==> src/rtl/rx_deframer.sv <==
// rx_deframer: serial frame receiver rebuilding DATA_WIDTH-bit words with parity/stop checks and a valid/ready output buffer.
// Optional feature macro: RX_SYNC_EN adds a 2-flop input synchroniser (reset to 1) in front of the line sampler.
module rx_deframer #(
   parameter int DATA_WIDTH = 8
) (
   input  logic                    clk,
   input  logic                    rst,
   input  logic                    rx_in,
   input  logic                    parity_per_byte,
   output logic [DATA_WIDTH-1:0]   data_out,
   output logic [DATA_WIDTH/8-1:0] byte_perr,
   output logic                    parity_err,
   output logic                    frame_err,
   output logic                    data_valid,
   input  logic                    data_ready,
   output logic                    overrun,
   output logic                    rx_busy
);
   localparam int NB = DATA_WIDTH / 8;
   typedef enum logic [2:0] {WAIT_IDLE, IDLE, DATA, BYTE_PAR, FINAL_PAR, STOP} state_t;
   state_t          state;
   logic            rx_s;
   logic            mode;
   logic [6:0]      bit_cnt;
   logic [3:0]      byte_cnt;
   logic            byte_par;
   logic            word_par;
   logic [NB-1:0]   byte_perr_acc;
   logic            par_err_acc;
   logic [DATA_WIDTH-1:0] sh;
`ifdef RX_SYNC_EN
   logic [1:0] sync;
   // two-flop synchroniser, reset high so a reset never looks like a start bit
   always_ff @(posedge clk)
      if (rst) sync <= 2'b11;
      else sync <= {sync[0], rx_in};
   assign rx_s = sync[1];
`else
   assign rx_s = rx_in;
`endif
   // frame FSM, accumulators and the single-entry output buffer
   always_ff @(posedge clk) begin
      if (rst) begin
         state         <= WAIT_IDLE;
         mode          <= 1'b0;
         bit_cnt       <= '0;
         byte_cnt      <= '0;
         byte_par      <= 1'b0;
         word_par      <= 1'b0;
         byte_perr_acc <= '0;
         par_err_acc   <= 1'b0;
         sh            <= '0;
         data_out      <= '0;
         byte_perr     <= '0;
         parity_err    <= 1'b0;
         frame_err     <= 1'b0;
         data_valid    <= 1'b0;
         overrun       <= 1'b0;
         rx_busy       <= 1'b0;
      end else begin
         overrun <= 1'b0;
         if (data_valid && data_ready) data_valid <= 1'b0;
         case (state)
            WAIT_IDLE: begin
               if (rx_s) state <= IDLE;
               rx_busy <= !rx_s;
            end
            IDLE: begin
               if (!rx_s) begin
                  state         <= DATA;
                  mode          <= parity_per_byte;
                  bit_cnt       <= '0;
                  byte_cnt      <= '0;
                  byte_par      <= 1'b0;
                  word_par      <= 1'b0;
                  byte_perr_acc <= '0;
                  par_err_acc   <= 1'b0;
               end
               rx_busy <= !rx_s;
            end
            DATA: begin
               sh       <= {rx_s, sh[DATA_WIDTH-1:1]};
               bit_cnt  <= bit_cnt + 7'd1;
               byte_par <= byte_par ^ rx_s;
               word_par <= word_par ^ rx_s;
               if (mode && bit_cnt[2:0] == 3'd7) state <= BYTE_PAR;
               else if (!mode && bit_cnt == 7'(DATA_WIDTH - 1)) state <= FINAL_PAR;
               rx_busy  <= 1'b1;
            end
            BYTE_PAR: begin
               byte_perr_acc <= byte_perr_acc | (NB'(rx_s ^ byte_par) << byte_cnt);
               byte_par      <= 1'b0;
               byte_cnt      <= byte_cnt + 4'd1;
               state         <= (byte_cnt == 4'(NB - 1)) ? FINAL_PAR : DATA;
               rx_busy       <= 1'b1;
            end
            FINAL_PAR: begin
               par_err_acc <= rx_s ^ word_par;
               state       <= STOP;
               rx_busy     <= 1'b1;
            end
            STOP: begin
               if (!data_valid || data_ready) begin
                  data_out   <= sh;
                  byte_perr  <= byte_perr_acc;
                  parity_err <= par_err_acc;
                  frame_err  <= ~rx_s;
                  data_valid <= 1'b1;
               end else begin
                  overrun <= 1'b1;
               end
               state   <= rx_s ? IDLE : WAIT_IDLE;
               rx_busy <= !rx_s;
            end
            default: begin
               state   <= WAIT_IDLE;
               rx_busy <= 1'b1;
            end
         endcase
      end
   end
endmodule

==> config.mk <==
export PLATFORM = sky130hd
export DESIGN_NAME = rx_deframer
export DESIGN_NICKNAME = d
export VERILOG_FILES = /design/src/rtl/rx_deframer.sv
export SDC_FILE = /design/constraint.sdc
export NUM_CORES = 1
export LEC_CHECK = 0
export ABC_AREA = 1
export ABC_CLOCK_PERIOD_IN_PS = 4000
export CORE_UTILIZATION = 59
export CTS_BUF_LIST = sky130_fd_sc_hd__clkbuf_8 sky130_fd_sc_hd__clkbuf_16
export CTS_CLUSTER_SIZE = 25
export DETAILED_ROUTE_END_ITERATION = 10
export PLACE_DENSITY = 0.84
export SYNTH_ARGS = -nofsm -noshare
export SYNTH_HDL_FRONTEND = slang
export SYNTH_SLANG_ARGS = --single-unit
==> constraint.sdc <==
create_clock -name clk -period 4 [get_ports clk]
set_input_delay 0.4 -clock clk [delete_from_list [all_inputs] [get_ports clk]]
set_output_delay 0.4 -clock clk [all_outputs]
set_load 0.02 [all_outputs]
==> impl_metrics.yaml <==
outcome:
  run_status: "finished, violations left"
  violations: "design-rule violations"
clock_tree:
  clock-sinks: 41
  postCtsResizedCells: 0
  numCtsBuffers: 5
  cts_setup_buffers: 0
  clk_pin_slew_ns: 0.07
  cts_max_path_buffers: 2
  cts_max_level: 2
  cts_root_buffer: "clkbuf_8"
  clock_latency_ns: 0.29
  cts_hold_buf: 0
  tritoncts: "yes"
worst_setup_path:
  cp_slowest_cell: "clkdlybuf4s50_1"
  reg2reg_to: "state[0]"
  r2r_setup_slack_ns: 2.52
  critPathLaunchType: "input port"
  critPathKind: "input port to flip-flop"
  r2r_cells: 8
  crit_fanout: 25
  worstPathRequired_ns: 4.22
  slowest_delay_ns: 0.71
  worstSetupEndpointType: "flip-flop"
  cp.arrival_ns: 2.05
  timing.rr.start: "bit_cnt[0]"
  cp_cell_sequence: "clkdlybuf4s50_1, inv_1, o21ai_0, a21oi_1"
logic_synthesis:
  synthArstFlopShare: 0
  synthCells: 231
  synth.avg_cell_area_um2: 7.73
  ys_seq_area_frac: 0.459
  synth_edf_count: 0
  yosys.area.top_type: "dfxtp_1"
  syn_area_um2: 1790
  synth_ff_type: "dfxtp_1"
  synth_most_common_cell: "dfxtp_1"
  synth_cell_type_count: 27
  ys_seq_elements: 41
  yosys_warnings: 0
  ys_top_cells_by_area: "dfxtp_1 (46%), a21oi_1 (9.8%), o21ai_0 (7.0%), nand2_1 (6.1%), inv_1 (5.9%)"
  synth_top_area_share: 0.459
  synth_common_cells: "dfxtp_1 (41), a21oi_1 (35), nand2_1 (29)"
  syn-num-nets: 240
placed_design:
  dp_hpwl_um: 2180
  gp_congestion: 0.763
  port_buffers: 18
pwr:
  p_per_area_nw_per_um2: 529
  vdd_drop_max_v: 0.000429
  power_leakage_nw: 0.796
timing:
  slew_headroom: 0.600
  maxSlewViolCount: 0
  fmax_ghz: 0.546
  post-route-period-util: 0.458
  worstMarginPinSlew_ns: 0.598
  whs_ns: 0.459
  rsz0062_at_grt: "false"
  setup_viol: 0
  skew_ns: 0.00190
  finalHoldViolCount: 0
  post-route-min-period_ns: 1.83
  tns_ns: 0
global_routing:
  grt_usage: 0.213
  overflow: 0
  grt_first_pass_wirelength_um: 5280
  grt_pass1_vias: 1244
  antenna_found_initial: 0
  grt_max_degree: 26
hold_path:
  hp-class: "flip-flop to flip-flop"
  hold_depth: 2
  min-delay-start: "sh[0]"
  hold_end: "data_out[0]"
final_layout:
  nNetsFinal: 257
  num_antenna_cells: 0
  final_util: 0.736
  area_delta_synth_final_pct: 15.5
  drive_gt1_frac: 0.0927
floorplan:
  num_io_pins: 19
  die_y_um: 57.0
  num_rows: 19
  coreArea_um2: 2810
  start_util: 0.637
  die_w_um: 57.0
  dieArea_um2: 3250
route:
  wl_per_cell_um: 11.2
  drt_iter0_markers: 71
  ant_nets: 0
  via_per_inst: 5.28
  drc: 4
  drt-pass1-iter-count: 7
  totalWireLength_um: 3120
  vias: 1473
job:
  maxCapViolCount: 0
-- layer usage --
layer / GRT usage / wire length (um) / vias up / share of wire
met5: 0 / 0 / - / 0
met4: 0.0941 / 54 / 0 / 0.017
met3: 0.0635 / 180 / 6 / 0.058
met2: 0.339 / 1400 / 32 / 0.45
met1: 0.266 / 1490 / 650 / 0.48
li1: - / - / 785 / -
-- how the worst max path moves through the flow --
stage / from / to / slack [ns] / cells after the start
6_report: rst / data_out[5] / 2.17 / 4
4_1_cts: rst / data_out[4] / 2.17 / 4
2_1_floorplan: bit_cnt[0] / state[0] / 2.72 / 8
3_3_place_gp: rst / sh[7] / 1.91 / 4
3_5_place_dp: rst / data_out[6] / 1.87 / 4
5_1_grt: rst / data_out[0] / 1.96 / 4
-- worst max-delay path, delay by kind of cell --
kind / cells / cell delay [ns]
buffers and inverters: 2 / 1.31
AOI/OAI and AO/OA: 2 / 0.33
-- final cells by class --
type / instances / area [um2]
inverter: 33 / 129
multi-input combinational: 149 / 791
clock buffer: 5 / 68.8
sequential: 41 / 821
fill: 218 / 742
timing repair buffer: 18 / 180
tap: 31 / 38.8
clock inverter: 2 / 35.0
-- through the flow --
step	cells	power [mW]	cell area (um2)	worst slack (ns)
CTS	279	1.10	2060	2.17
global placement	272	0.779	1960	1.91
floorplan	231	0.727	1790	2.72
detailed placement	272	0.785	1960	1.87
finish	279	1.09	2060	2.17
global route	279	1.16	2060	1.96
-- cells by family (layout without fill, tap and decap cells) --
| kind of cell | after synthesis | in the layout | synth area share |
|---|---|---|---|
| and+or+nand+nor | 76 | 76 | 0.214 |
| AOI/OAI and AO/OA | 66 | 66 | 0.186 |
| DFF | 41 | 41 | 0.459 |
| buffers and inverters | 41 | 58 | 0.0980 |
| adders and majority gates | 4 | 4 | 0.0280 |
| xor gates and xnor gates | 3 | 3 | 0.0147 |
-- cell usage in the layout, fill, tap and decap left out, drive strengths merged --
master,count
a21oi,35
bufinv,1
nor3,2
o21ai,30
or2,1
clkdlybuf4s50,18
a21boi,1
nand2,31
clkinv,1
nand3,10
nand3b,1
nand4,5
nor2,26
inv,33
xor2,2
xnor2,1
ha,4
dfxtp,41
clkbuf,5
-- power by group --
part	leakage [nW]	internal [mW]	switching, mW	total (mW)
clock network	0.0540	0.181	0.134	0.316
logic	0.410	0.0981	0.172	0.270
registers	0.332	0.464	0.0425	0.506
-- sequential cells by signal (all words and copies together) (netlist names) --
signal and cells:
rx_busy 1, word_par 1, byte_cnt 4, data_out 8
bit_cnt 7, overrun 1, byte_par 1, byte_perr 1
frame_err 1, sh 8, parity_err 1, data_valid 1
mode 1, byte_perr_acc 1, state 3, par_err_acc 1
(Power assumes the default switching activity.)
